==> src/rtl/madd_eval_pkg.sv <==
// Shared types and helpers for the multiply-add error-evaluation sweep.
// Holds the default operand widths, the sweep state encoding and the
// reference multiply-add used to produce exact results.
package madd_eval_pkg;

    localparam int A_W_DEF = 6;
    localparam int B_W_DEF = 6;
    localparam int C_W_DEF = 6;
    localparam int R_W_DEF = 12;

    typedef enum logic [1:0] {
        IDLE  = 2'd0,
        RUN   = 2'd1,
        DRAIN = 2'd2,
        DONE  = 2'd3
    } state_e;

    // Exact a*b+c on zero-extended operands; callers narrow to their result width
    function automatic logic [31:0] exact_madd(input logic [31:0] a,
                                               input logic [31:0] b,
                                               input logic [31:0] c);
        return (a * b) + c;
    endfunction

endpackage

==> src/rtl/madd_err_acc.sv <==
// Error accumulator: aligns the exact result with the DUT output through a
// LAT-deep valid+result delay line, then tracks mismatch count, maximum
// absolute error and a saturating sum of absolute errors.
module madd_err_acc
    import madd_eval_pkg::*;
#(
    parameter int R_W   = R_W_DEF,
    parameter int LAT   = 0,
    parameter int SUM_W = 32,
    parameter int CNT_W = 19
) (
    input  logic             clk,
    input  logic             rst_n,
    input  logic             clear_i,
    input  logic             flush_i,
    input  logic             valid_i,
    input  logic [R_W-1:0]   exact_i,
    input  logic [R_W-1:0]   approx_i,
    output logic [CNT_W-1:0] cnt_o,
    output logic [R_W-1:0]   max_o,
    output logic [SUM_W-1:0] sum_o
);

    localparam int ADD_W = ((SUM_W > R_W) ? SUM_W : R_W) + 1;
    localparam logic [SUM_W-1:0] SUM_MAX     = {SUM_W{1'b1}};
    localparam logic [ADD_W-1:0] SUM_MAX_EXT = {{(ADD_W - SUM_W){1'b0}}, {SUM_W{1'b1}}};
    localparam logic [CNT_W-1:0] CNT_ONE     = {{(CNT_W - 1){1'b0}}, 1'b1};

    logic             samp_valid_s;
    logic [R_W-1:0]   samp_exact_s;
    logic [R_W-1:0]   diff_s;
    logic [ADD_W-1:0] sum_ext_s;
    logic [SUM_W-1:0] sum_next_s;
    logic [CNT_W-1:0] cnt_r;
    logic [R_W-1:0]   max_r;
    logic [SUM_W-1:0] sum_r;

    generate
        if (LAT == 0) begin : g_nodelay
            assign samp_valid_s = valid_i;
            assign samp_exact_s = exact_i;
        end else begin : g_delay
            logic [LAT-1:0] dl_valid_r;
            logic [R_W-1:0] dl_exact_r [LAT];

            // Shift valid flag and exact result so they meet the DUT output
            always_ff @(posedge clk or negedge rst_n) begin
                if (!rst_n) begin
                    dl_valid_r <= {LAT{1'b0}};
                    for (int i = 0; i < LAT; i++) begin
                        dl_exact_r[i] <= {R_W{1'b0}};
                    end
                end else if (flush_i) begin
                    dl_valid_r <= {LAT{1'b0}};
                end else begin
                    dl_valid_r[0] <= valid_i;
                    dl_exact_r[0] <= exact_i;
                    for (int i = 1; i < LAT; i++) begin
                        dl_valid_r[i] <= dl_valid_r[i-1];
                        dl_exact_r[i] <= dl_exact_r[i-1];
                    end
                end
            end

            assign samp_valid_s = dl_valid_r[LAT-1];
            assign samp_exact_s = dl_exact_r[LAT-1];
        end
    endgenerate

    // Absolute error and saturating next value of the error sum
    always_comb begin
        diff_s     = {R_W{1'b0}};
        sum_ext_s  = {ADD_W{1'b0}};
        sum_next_s = {SUM_W{1'b0}};
        if (samp_exact_s >= approx_i) begin
            diff_s = samp_exact_s - approx_i;
        end else begin
            diff_s = approx_i - samp_exact_s;
        end
        sum_ext_s = ADD_W'(sum_r) + ADD_W'(diff_s);
        if (sum_ext_s > SUM_MAX_EXT) begin
            sum_next_s = SUM_MAX;
        end else begin
            sum_next_s = sum_ext_s[SUM_W-1:0];
        end
    end

    // Statistics registers: cleared on start, frozen while flushing (abort)
    always_ff @(posedge clk or negedge rst_n) begin
        if (!rst_n) begin
            cnt_r <= {CNT_W{1'b0}};
            max_r <= {R_W{1'b0}};
            sum_r <= {SUM_W{1'b0}};
        end else if (clear_i) begin
            cnt_r <= {CNT_W{1'b0}};
            max_r <= {R_W{1'b0}};
            sum_r <= {SUM_W{1'b0}};
        end else if (samp_valid_s && !flush_i) begin
            if (diff_s != {R_W{1'b0}}) begin
                cnt_r <= cnt_r + CNT_ONE;
            end
            if (diff_s > max_r) begin
                max_r <= diff_s;
            end
            sum_r <= sum_next_s;
        end
    end

    assign cnt_o = cnt_r;
    assign max_o = max_r;
    assign sum_o = sum_r;

endmodule

==> src/rtl/madd_err_sweep_ctrl.sv <==
// Exhaustive sweep sequencer: steps every {c,b,a} vector into a multiply-add
// DUT, computes the exact result and hands both to the error accumulator.
module madd_err_sweep_ctrl
    import madd_eval_pkg::*;
#(
    parameter int A_W     = A_W_DEF,
    parameter int B_W     = B_W_DEF,
    parameter int C_W     = C_W_DEF,
    parameter int R_W     = R_W_DEF,
    parameter int DUT_LAT = 0,
    parameter int SUM_W   = 32
) (
    input  logic                   clk,
    input  logic                   rst_n,
    input  logic                   start_i,
    input  logic                   abort_i,
    output logic [A_W+B_W+C_W-1:0] vec_o,
    output logic                   vec_valid_o,
    input  logic [R_W-1:0]         approx_i,
    output logic                   busy_o,
    output logic                   done_o,
    output logic [A_W+B_W+C_W:0]   err_cnt_o,
    output logic [R_W-1:0]         max_err_o,
    output logic [SUM_W-1:0]       sum_err_o
);

    localparam int V_W  = A_W + B_W + C_W;
    localparam int DC_W = (DUT_LAT > 1) ? $clog2(DUT_LAT) : 1;
    localparam logic [V_W-1:0]  LAST_VEC   = {V_W{1'b1}};
    localparam logic [V_W-1:0]  VEC_ONE    = {{(V_W - 1){1'b0}}, 1'b1};
    localparam logic [DC_W-1:0] DRAIN_LAST = DC_W'((DUT_LAT > 0) ? (DUT_LAT - 1) : 0);
    localparam logic [DC_W-1:0] DC_ONE     = {{(DC_W - 1){1'b0}}, 1'b1};

    state_e          state_r;
    logic [V_W-1:0]  vec_r;
    logic            vec_valid_r;
    logic            busy_r;
    logic            done_r;
    logic [DC_W-1:0] drain_cnt_r;
    logic            start_ok_s;
    logic            flush_s;
    logic [R_W-1:0]  exact_s;

    // A start is accepted only from IDLE/DONE and never alongside an abort
    always_comb begin
        start_ok_s = 1'b0;
        if (((state_r == IDLE) || (state_r == DONE)) && start_i && !abort_i) begin
            start_ok_s = 1'b1;
        end else begin
            start_ok_s = 1'b0;
        end
        flush_s = abort_i | start_ok_s;
        exact_s = R_W'(exact_madd(32'(vec_r[A_W-1:0]),
                                  32'(vec_r[A_W+B_W-1:A_W]),
                                  32'(vec_r[V_W-1:A_W+B_W])));
    end

    // Sweep FSM with registered vector, valid, busy and done outputs
    always_ff @(posedge clk or negedge rst_n) begin
        if (!rst_n) begin
            state_r     <= IDLE;
            vec_r       <= {V_W{1'b0}};
            vec_valid_r <= 1'b0;
            busy_r      <= 1'b0;
            done_r      <= 1'b0;
            drain_cnt_r <= {DC_W{1'b0}};
        end else if (abort_i) begin
            state_r     <= IDLE;
            vec_r       <= {V_W{1'b0}};
            vec_valid_r <= 1'b0;
            busy_r      <= 1'b0;
            done_r      <= 1'b0;
            drain_cnt_r <= {DC_W{1'b0}};
        end else begin
            case (state_r)
                IDLE, DONE: begin
                    done_r <= 1'b0;
                    if (start_i) begin
                        state_r     <= RUN;
                        vec_r       <= {V_W{1'b0}};
                        vec_valid_r <= 1'b1;
                        busy_r      <= 1'b1;
                    end else begin
                        state_r <= IDLE;
                    end
                end
                RUN: begin
                    if (vec_r == LAST_VEC) begin
                        vec_r       <= {V_W{1'b0}};
                        vec_valid_r <= 1'b0;
                        drain_cnt_r <= {DC_W{1'b0}};
                        if (DUT_LAT > 0) begin
                            state_r <= DRAIN;
                        end else begin
                            state_r <= DONE;
                            busy_r  <= 1'b0;
                            done_r  <= 1'b1;
                        end
                    end else begin
                        vec_r <= vec_r + VEC_ONE;
                    end
                end
                DRAIN: begin
                    if (drain_cnt_r == DRAIN_LAST) begin
                        state_r <= DONE;
                        busy_r  <= 1'b0;
                        done_r  <= 1'b1;
                    end else begin
                        drain_cnt_r <= drain_cnt_r + DC_ONE;
                    end
                end
                default: begin
                    state_r     <= IDLE;
                    vec_r       <= {V_W{1'b0}};
                    vec_valid_r <= 1'b0;
                    busy_r      <= 1'b0;
                    done_r      <= 1'b0;
                end
            endcase
        end
    end

    madd_err_acc #(
        .R_W   (R_W),
        .LAT   (DUT_LAT),
        .SUM_W (SUM_W),
        .CNT_W (V_W + 1)
    ) u_acc (
        .clk      (clk),
        .rst_n    (rst_n),
        .clear_i  (start_ok_s),
        .flush_i  (flush_s),
        .valid_i  (vec_valid_r),
        .exact_i  (exact_s),
        .approx_i (approx_i),
        .cnt_o    (err_cnt_o),
        .max_o    (max_err_o),
        .sum_o    (sum_err_o)
    );

    assign vec_o       = vec_r;
    assign vec_valid_o = vec_valid_r;
    assign busy_o      = busy_r;
    assign done_o      = done_r;

endmodule

==> config.mk <==
export PLATFORM = sky130hd
export DESIGN_NAME = madd_err_sweep_ctrl
export DESIGN_NICKNAME = d
export VERILOG_FILES = /design/src/rtl/madd_eval_pkg.sv /design/src/rtl/madd_err_acc.sv /design/src/rtl/madd_err_sweep_ctrl.sv
export SDC_FILE = /design/constraint.sdc
export NUM_CORES = 1
export LEC_CHECK = 0
export ABC_CLOCK_PERIOD_IN_PS = 13630
export CELL_PAD_IN_SITES_DETAIL_PLACEMENT = 2
export CELL_PAD_IN_SITES_GLOBAL_PLACEMENT = 2
export CORE_UTILIZATION = 38
export CTS_CLUSTER_SIZE = 30
export DETAILED_ROUTE_END_ITERATION = 6
export PLACE_DENSITY_LB_ADDON = 0.1
export SETUP_SLACK_MARGIN = 0.1
export SLEW_MARGIN = 40
export SYNTH_ARGS = -nofsm -noshare
export SYNTH_HDL_FRONTEND = slang
export SYNTH_HIERARCHICAL = 1
export SYNTH_SLANG_ARGS = --single-unit
==> constraint.sdc <==
create_clock -name clk -period 13.63 [get_ports clk]
set_clock_uncertainty 0.1 [all_clocks]
set_input_delay 2.726 -clock clk [delete_from_list [all_inputs] [get_ports clk]]
set_output_delay 2.726 -clock clk [all_outputs]
set_load 0.01 [all_outputs]
* Word level (Yosys, flattened, before mapping) *
Cells that the tools add are included.
Widths: inputs -> output; s select.

storage, ports and cells
  ROM bits = 0
  RAM bits = 0
  input bits = 16
  memories = 0
  output and inout bits = 84
  logic and storage cells = 83
  bits in latches = 0
  register bits = 87

cells by class
  $lt $le $gt $ge = 3
  eq/ne operators = 7
  $mul = 1
  $add $sub $neg = 7
  divide/modulo/power cells = 0
  bitwise gates (word level) = 1
  reductions and logical operators = 21
  shift-type cells = 0
  mux-type cells = 34

operator list
  operator               number
  $mux 32                3
  $mux 19                3
  $mux 18                3
  $mux 12                4
  $pmux 18 s2            1
  $add 32x12->33         1
  $gt 33x32->1 const B   1
  $sub 12x12->12         2
  $add 19x1->19 const B  1
  $add 18x1->18 const B  1
  $eq 18x18->1 const B   1
  $add 12x6->12          1
  $ge 12x12->1           1
  $gt 12x12->1           1
  $mul 6x6->12           1
  $mux 1                 12
  $reduce_bool 12->1     1
  $reduce_and 2->1       5
  $ne 3x3->1 const B     3
  $mux 2                 3
  $pmux 1 s3             2
  $pmux 2 s3             1
  $reduce_and 3->1       2
  $reduce_bool 2->1      3
  other kinds (11)       17

* Longest topological paths before layout *
  word-level depth = 10
  mapped depth = 36

* Cells and area by module *
The synthesis kept the hierarchy.

modules (own cells, without submodules)
  module               cells each  area an instance (µm²)  times used
  madd_err_acc         590         5107.4                  1
  madd_err_sweep_ctrl  280         2658.8                  1

* Worst setup path before layout *
Ideal clock, no wire load.

  kind = reg-to-reg
  start = register vec_r[8] (netlist: vec_o[8])
  end = register u_acc.sum_r[26] (netlist: u_acc/sum_o[26])
  data required time = 13394 ps
  setup time = 136 ps
  data arrival time = 8207 ps
  cell stages (with the launch flop) = 36
  setup slack = 5187 ps
  cells stage by stage = dfrtp_1 -> clkbuf_1 -> and2_1 -> fa_1 -> inv_1 -> fa_1 -> inv_1 -> fa_1 -> inv_1 -> fa_1 -> inv_1 -> ha_1 -> and3_4 -> a2111oi_4 -> o21ai_2 -> a21oi_2 -> xnor2_1 -> ha_1 -> buf_4 -> o21a_1 -> o211ai_1 -> o211a_1 -> buf_6 -> mux2_2 -> fa_1 -> a21o_1 -> a21oi_1 -> o21ai_0 -> a21oi_1 -> o21bai_1 -> a211oi_1 -> or4b_1 -> clkbuf_1 -> buf_2 -> and3_1 -> nor3_1

between the ends
  longest elaborated chain between the ends = 9

RTL lines
  what                                          RTL line                   source
  from (decl)                                   madd_err_sweep_ctrl.sv:35  logic [V_W-1:0] vec_r;
  from (signal assigned)                        madd_err_sweep_ctrl.sv:62  vec_r <= {V_W{1'b0}};
  from (signal assigned)                        madd_err_sweep_ctrl.sv:69  vec_r <= {V_W{1'b0}};
  from (signal assigned)                        madd_err_sweep_ctrl.sv:80  vec_r <= {V_W{1'b0}};
  $mul 6x6->12 (*)                              madd_eval_pkg.sv:22        return (a * b) + c;
  $add 12x6->12 (*)                             madd_eval_pkg.sv:22
  via exact_s[8]                                madd_err_sweep_ctrl.sv:42  logic [R_W-1:0] exact_s;
  $sub 12x12->12, or another cell as far along  madd_err_acc.sv:78         diff_s = approx_i - samp_exact_s;
  $mux 12 (*)                                   madd_err_acc.sv:75         if (samp_exact_s >= approx_i) begin
  $add 32x12->33 (*)                            madd_err_acc.sv:80         sum_ext_s = ADD_W'(sum_r) + ADD_W'(diff_s);
  $gt 33x32->1                                  madd_err_acc.sv:81         if (sum_ext_s > SUM_MAX_EXT) begin
  $mux 32 (*)                                   madd_err_acc.sv:81
  $mux 32 (*)                                   madd_err_acc.sv:98         end else if (samp_valid_s && !flush_i) begin
  $mux 32 (*)                                   madd_err_acc.sv:94         end else if (clear_i) begin
  to (signal assigned)                          madd_err_acc.sv:93         sum_r <= {SUM_W{1'b0}};
  to (signal assigned)                          madd_err_acc.sv:97         sum_r <= {SUM_W{1'b0}};
  to (signal assigned)                          madd_err_acc.sv:105        sum_r <= sum_next_s;
  to (decl)                                     madd_err_acc.sv:36         logic [SUM_W-1:0] sum_r;

The timed path passes the listed nets; every way through them passes the cells marked *. The select of a mux whose other input is x is not followed.
A chain may end at the register's enable or synchronous reset.

* Final worst setup path *
  start = register vec_r[8] (netlist: vec_o[8])
  end = register u_acc.sum_r[15] (netlist: u_acc/sum_o[15])

Same word-level chain as after synthesis.

==> metrics.csv <==
stage,metric,value,unit
run_status,outcome,"finished, final reports clean",
synthesis,"Distinct cells, synth",80,
timing,final setup TNS,0,ns
timing,worst relative slew slack,48.7,%
floorplanning,die width,145,µm
global_routing,vias in the first global route,7603,
place,post-placement setup slack,4.05,ns
synthesis,asr flop ratio synth,100,%
route,1st-pass router iterations,4,
place,routability cong.,0.852,
timing,Fmax,105,MHz
power,leakage dissipation,4.16,nW
synthesis,Syn Inst Count,870,
finish,total of fill cells in the finished design,2162,
floorplanning,die area,0.0210,mm²
cts,setup bufs post-CTS,0,
floorplanning,Core Area,0.0197,mm²
finish,Register Area,0.00213,mm²
worst_setup_path,crit-path max cell delay,0.92,ns
timing,Final Critical Period,9.50,ns
synthesis,synthesized net count,990,
worst_setup_path,Worst Path Required,13.78,ns
timing,Pins Over Slew Limit,0,
route,DRC viols,0,
route,ANT nets after route,0,
finish,multi-input logic area,0.00513,mm²
cts,CTS H-Tree Depth,3,
finish,P&R area growth vs syn,18.3,%
job,Max Cap Violations,0,
min_path,min-delay worst type,flop to flop,
cts,# resized after CTS,0,
synthesis,"Top FF cell, synth",dfrtp_1,
worst_setup_path,crit path DAT,9.65,ns
global_routing,met1 Use GR,30.5,%
place,dpl hpwl,19200,µm
timing,Fin. Hold Viols,0,
cts,Worst-path clk slew,0.07,ns
min_path,worst hold start,state_r[0],
timing,worst-margin pin slew,0.767,ns
worst_setup_path,flop-to-flop setup slack,4.13,ns
worst_setup_path,CP endpoint kind,flop,
synthesis,Avg Inst Size Synth,8.93,µm²
timing,PnR worst setup slack,4.13,ns
cts,TritonCTS clock tree,built,
worst_setup_path,CP max-delay cell,or4b_1,
worst_setup_path,CP Launch Type,flop,
worst_setup_path,Crit Path Max Fanout,19,
cts,cts hold-fix bufs,0,
finish,most frequent cells in the layout,"clkdlybuf4s50_1 (98), dfrtp_1 (85), ha_1 (81), inv_1 (77), nor2_1 (67)",
worst_setup_path,FF-to-FF path depth,31,
finish,final net count,1059,
timing,RSZ-0062 raised after global routing,false,
synthesis,part of the Yosys area used for sequential elements,27.4,%
finish,antenna diode count,0,
cts,TritonCTS buffer count,9,
route,Routed Wire Length,25100,µm
route,via count,6890,
timing,crit share post-route,69.7,%
synthesis,synthesized flop and latch total,85,
power,Max VDD drop,0.0000527,V
finish,share of layout cells above drive strength 1,7.00,%
route,Routed WL per cell,20.7,µm
cts,Clock Latency Late Sink,0.35,ns
floorplanning,Die Ht,145,µm
worst_setup_path,R2R Path End,u_acc/sum_o[15],
global_routing,first-pass GRT wire length,41200,µm
global_routing,Tot GR Track Use,24.2,%
route,Iteration-0 DRC Markers,245,
timing,final setup vio count,0,
worst_setup_path,Crit Path Class,flop to flop,
route,Via density,5.70,
floorplanning,starting density of the core,39.4,%
global_routing,largest net degree at the start of global routing,77,
finish,"commonest non-fill, non-tap cell in the layout",clkdlybuf4s50_1,
worst_setup_path,reg2reg start,vec_o[8],
min_path,worst hold path endpoint,state_r[0],
floorplanning,I/O pins,100,
floorplanning,Std-Cell Rows,51,
cts,Clock Tree Buf Depth,2,
cts,CTS root buffer,clkbuf_16,
global_routing,met2 Use GR,43.8,%
synthesis,"EDFF count, synth",0,
cts,clock sink count,85,
power,PwrDens,111,mW/mm²
finish,final core occ,46.6,%
synthesis,Post-Syn Area,0.00777,mm²
global_routing,met3 usage,2.70,%
global_routing,total gr overflow,0,
place,Port Buf Inserts,99,
min_path,Hold Path Stages,2,
synthesis,Syn. warnings,6,
global_routing,GR peak layer,met2,
global_routing,initial antenna violation count,0,
[how the worst max path moves through the flow]
stage,from,to,cells after the start
3_5_place_dp,vec_o[8],u_acc/sum_o[22],30
5_1_grt,vec_o[8],u_acc/sum_o[20],31
4_1_cts,vec_o[8],u_acc/sum_o[20],30
6_report,vec_o[8],u_acc/sum_o[15],31
2_1_floorplan,vec_o[8],u_acc/sum_o[26],35
3_3_place_gp,vec_o[3],u_acc/sum_o[22],30
[flip-flops by register name (all words and copies together) (netlist names)]
register	cells
u_acc/sum_o	32
u_acc/cnt_o	19
u_acc/max_o	12
done_o	1
state_r	1
busy_o	1
vec_o	18
vec_valid_o	1
[metal layers]
layer / vias up / part of all wire (%)
met5: - / 0
met4: 0 / 1.2
met3: 24 / 2.6
met2: 102 / 53
met1: 3536 / 43
li1: 3228 / -
[report_power, final]
group	total, mW	leakage (nW)	internal (mW)	switching [mW]
Clock	0.234	0.125	0.123	0.111
Sequential	0.345	1.17	0.293	0.0514
Combinational	0.441	2.87	0.192	0.249
Total	1.02	4.16	0.609	0.412
[Yosys cell counts (all sizes together), types with 2 or more instances]
cell type  count  area (µm²)
dfrtp         85        2130
ha            81        1010
inv           77         289
nor2          70         273
a21oi         53         280
nand2         42         160
and2          37         231
o21ai         36         191
clkbuf        28         118
nor3          27         150
nand3         26         130
fa            23         460
nand4         23         165
mux2i         21         210
and3          20         136
a21o          19         150
buf           18         148
xor2          17         149
xnor2         16         140
nor2b         13        81.3
a31oi         12        75.1
mux2          11         135
or3           11        68.8
a211oi         9        67.6
a311oi         9        78.8
nor4           9        71.3
o211ai         8        65.1
and4           6        52.6
nand2b         6        37.5
o21bai         5        37.5
o31ai          5        37.5
or4            5        37.5
o41ai          4        42.6
a41oi          3        26.3
nor4b          3        26.3
o21a           3        22.5
a2111oi        2        36.3
a211o          2        17.5
a31o           2        17.5
a41o           2        20.0
and4b          2        20.0
o211a          2        20.0
o22ai          2        12.5
[layout make-up]
type | count | share of cell area (%)
clock buffer | 10 | 2.49
timing repair buffer | 104 | 11.3
tap | 265 | 3.61
sequential | 85 | 23.2
clock inverter | 5 | 0.409
inverter | 77 | 3.15
multi-input combinational | 662 | 55.8
[metrics by stage]
| stage | hold WS [ns] | area [µm²] | total power, mW | cells |
|---|---|---|---|---|
| 6_report | 0.409 | 9180 | 1.02 | 1208 |
| 5_1_grt | 0.434 | 9180 | 1.09 | 1208 |
| 4_1_cts | 0.420 | 9150 | 1.03 | 1207 |
| 3_5_place_dp | 0.406 | 8880 | 0.785 | 1192 |
| 3_3_place_gp | 0.369 | 8870 | 0.760 | 1192 |
| 2_1_floorplan | 0.353 | 7770 | 0.597 | 870 |
[worst max-delay path: cells and delay by family (launching register included)]
kind / cells / cell delay (ns)
AOI/OAI and AO/OA: 12 / 2.77
and+or+nand+nor: 5 / 1.98
adders and majority gates: 7 / 3.19
xor gates and xnor gates: 2 / 0.34
DFF: 1 / 0.53
buffers and inverters: 4 / 0.19
muxes: 1 / 0.28
[logic make-up (layout without fill, tap and decap cells)]
group,Yosys count,in the layout,synth area share [%]
simple gates,308,308,22.1
compound gates,185,185,16.3
buf+inv,123,196,7.14
fa+ha+maj,104,104,19.0
flops,85,85,27.4
xor+xnor,33,33,3.72
mux,32,32,4.45
(Power assumes the default switching activity.)
==> variant 1, RTL diff (same settings) <==
Encoding of `state_e`: now one-hot (4 bits for 4 states).
--- a/src/rtl/madd_eval_pkg.sv
+++ b/src/rtl/madd_eval_pkg.sv
@@ -10,7 +10,7 @@
 
-    typedef enum logic [1:0] {
-        IDLE  = 2'd0,
-        RUN   = 2'd1,
-        DRAIN = 2'd2,
-        DONE  = 2'd3
+    typedef enum logic [3:0] {
+        IDLE  = 4'b0001,
+        RUN   = 4'b0010,
+        DRAIN = 4'b0100,
+        DONE  = 4'b1000
     } state_e;
Function: no difference found for any inputs over 4 cycles, from zero or initial values and one cycle with rst_n low; so few cycles prove little.
==> variant 1 against the original RTL <==
- synthesized area up 1.4%
- worst setup slack worse by 0.39 ns
- wire length up 4.0%
- cell count up 2.8%
- critical path type unchanged
- global-route usage up 0.87 points
- core utilization down 0.65 points
- sequential cell count unchanged
- sequential share of layout area down 0.33 points
- design area up 1.5%
Power is not compared: it rests on default switching activity, and its combinational part moved more than twofold at a synthesized area within 25%.
==> variant 1: results (changes against the original RTL) <==
| Metric | Value |
|---|---|
| Number of global-route vias before repair | `8014 (+5.4%)` |
| Critical Path AT | `9.99 ns (+0.34 ns)` |
| Fillers | `2265 (+4.8%)` |
| Largest stage delay on the critical path | `0.70 ns (-0.22 ns)` |
| Reg2reg path depth | `32 (+3.2%)` |
| Vias per inst | `5.758 (+0.96%)` |
| Post-Synth XOR/XNOR Area | `0.03541 (-0.001802)` |
| Post-DP Area | `9030 sq um (+1.7%)` |
| Top cells by count, synth | `dfrtp_1 (84), ha_1 (80), nor2_1 (78)` |
| Critical R2R Launch | `vec_o[3]` |
| WL met3 | `586 microns (-11%)` |
| Multi-input logic area | `5275 sq um (+2.9%)` |
| Hold wc startpoint | `u_acc/max_o[8]` |
| Synth Area in Compound Gates | `0.1709 (+0.008156)` |
| Worst-Margin Slew | `0.8459 ns (+0.07875 ns)` |
| Final non-clock buffer share | `0.1101 (-0.003436)` |
| Slowest CP cell | `or4_1` |
| Die Wd | `146.0 microns (+0.71%)` |
| Outcome | `completed` |
| GR met2 Demand/Resource | `0.4498 (+0.01130)` |
| Number of library cell types mapped by synthesis | `74 (-7.5%)` |
| Synth Area in Adders | `0.1855 (-0.004301)` |
| Gate Count Post-Synth | `898 (+3.2%)` |
| Storage cell area | `2128 sq um (about the same)` |
| Clock buffer count | `11 (+1)` |
| M1 WL | `11520 microns (+5.8%)` |
| FMAX | `0.1011 GHz (-3.9%)` |
| Initial core utilization | `0.3881 (-0.005741)` |
| #MultiIn Comb | `696 (+5.1%)` |
| Ratio of cells with drive above 1 in the final layout | `0.05864 (-0.01135)` |
| Post-synthesis sequential area ratio | `0.2701 (-0.003756)` |
| M3 GR Usage | `0.02539 (-0.001652)` |
| Vias | `7152 (+3.8%)` |
| Synth area leaders | `dfrtp_1 (27%), ha_1 (13%), fa_1 (5.8%), nor2_1 (3.7%), inv_1 (3.4%)` |
| Post-Place Worst Slack | `3.877 ns (-0.1717 ns)` |
| Clock buf/inv share | `0.03060 (+0.001581)` |
| Fin nets | `1086 (+2.5%)` |
variant 1: worst min-delay path, delay by kind of cell (launching register included):
family / cells / cell delay (ns)
mux: 1 / 0.08
simple gates: 1 / 0.08
flops: 1 / 0.36
variant 1: through the flow:
| step | util | hold WS [ns] |
|---|---|---|
| 3_3_place_gp | 0.4442 | 0.4330 |
| 3_5_place_dp | 0.4448 | 0.4540 |
| 5_1_grt | 0.4593 | 0.5078 |
| 2_1_floorplan | - | 0.4555 |
| 6_report | 0.4593 | 0.4586 |
| 4_1_cts | 0.4589 | 0.4711 |
variant 1: kinds of logic (layout without fill, tap and decap cells):
family          Yosys count  count (layout)
mux                      35              35
fa+ha+maj               103             103
flops                    85              85
compound gates          191             191
simple gates            336             336
xor+xnor                 31              31
buf+inv                 117             191
variant 1: power breakdown:
part           internal, W  switching [W]
Combinational    0.0000653      0.0000891
Clock             0.000132       0.000117
Sequential        0.000261      0.0000116
==> variant 2, RTL diff (same flow settings) <==
Made on the original files. The parameter `DUT_LAT` goes from 0 to 1.
--- a/src/rtl/madd_err_sweep_ctrl.sv
+++ b/src/rtl/madd_err_sweep_ctrl.sv
@@ -9,3 +9,3 @@
     parameter int R_W     = R_W_DEF,
-    parameter int DUT_LAT = 0,
+    parameter int DUT_LAT = 1,
     parameter int SUM_W   = 32
Function: changed (a bounded check fails within 4 cycles, from zero or initial values and one cycle with rst_n low).
==> variant 2 against the original RTL <==
- design area is 4.6% higher
- sequential cell count increased by 14
- worst setup slack improved by 1.5 ns
- synthesized area up 4.8%
- sequential share of layout area grew 2.6 points
- clock power rose by 11%
- combinational power fell by 33%
- power down 12%
- cell count rose by 4.0%
- wire length down 5.0%
- largest cell class unchanged
==> variant 2: results (changes against the original RTL) <==
| Metric | Value |
|---|---|
| First-pass GRT wire length | `39990 microns (-2.9%)` |
| Final wirelength | `23800 microns (-5.0%)` |
| Seq cells | `99 (+16%)` |
| Non-clk bufs | `103 (-0.96%)` |
| GPL Wtd Cong | `0.7968 (-6.5%)` |
| Reg2reg path depth | `20 (-35%)` |
| Final non-clock buffer share | `0.1064 (-0.007038)` |
| Initial DRC Count | `200 (-18%)` |
| Critical R2R Capture | `u_acc/sum_o[19]` |
| Inverter count | `72 (-6.5%)` |
| Post-DP Area | `9309 sq um (+4.8%)` |
| Slew headroom | `0.4856 (-0.001794)` |
| Int Pwr | `0.0005684 W (-6.6%)` |
| Slowest CP cell | `clkdlybuf4s50_1` |
| Critical path startpoint | `approx_i[0]` |
| Hold wc startpoint | `u_acc/g_delay.dl_exact_r[11]` |
| Die Wd | `148.4 microns (+2.4%)` |
| Net Count, Synth | `1025 (+3.5%)` |
| Number of library cell types mapped by synthesis | `61 (-24%)` |
| Gate Count Post-Synth | `904 (+3.9%)` |
| Clock buffer count | `9 (-1)` |
| Pleak | `4.391 nW (+5.5%)` |
| Vias | `7037 (+2.1%)` |
| Critical R2R Launch | `u_acc/g_delay.dl_exact_r[0]` |
| Number of global-route vias before repair | `7619 (+0.21%)` |
| Sequential power | `0.000341 W (-1%)` |
| Clk pwr | `0.000259 W (+11%)` |
| Largest net degree at the start of global routing | `72 (-6.5%)` |
| Time the worst path needs with I/O delays and setup | `7.955 ns (-1.545 ns)` |
| R2r setup slk | `8.12 ns (+3.99 ns)` |
| Outcome | `completed` |
| Ratio of cells with drive above 1 in the final layout | `0.05912 (-0.01087)` |
| Fillers | `2281 (+5.5%)` |
| Tot GR Track Use | `0.2282 (-0.01336)` |
| Largest stage delay on the critical path | `0.53 ns (-0.39 ns)` |
| Worst hold path depth | `1 (-1)` |
| Synth area leaders | `dfrtp_1 (30%), ha_1 (13%), fa_1 (5.7%), nor2_1 (4.2%), inv_1 (3.3%)` |
| Top cells by count, synth | `dfrtp_1 (99), nor2_1 (91), ha_1 (82)` |
| Vias per inst | `5.603 (-1.8%)` |
| Storage cell area | `2477 sq um (+16%)` |
-- variant 2: cell types whose count changed after synthesis, moves of 4 or more --
cell / delta
nand2_1: +5
nand2b_1: +5
mux2i_1: +4
a21oi_1: +4
nand4_1: -10
inv_1: -5
and3_1: +4
nor2_1: +23
mux2_2: +13
dfrtp_1: +14
nor3_1: +4
a311oi_1: +9
xnor2_1: +4
-- variant 2: kinds of logic after synthesis --
group,after synthesis,share of synthesized area
muxes,46,0.05978
adders and majority gates,105,0.1826
DFF,99,0.3043
AOI/OAI and AO/OA,182,0.1512
and+or+nand+nor,319,0.2004
buffers and inverters,114,0.05978
xor gates and xnor gates,39,0.04196
-- variant 2: metal layers --
metal / up-vias / global-route usage / part of all wire
li1: 3337 / - / -
met1: 3605 / 0.2927 / 0.46
met2: 75 / 0.4077 / 0.51
met3: 20 / 0.02209 / 0.016
met4: 0 / 0.06031 / 0.012
met5: - / 0 / 0
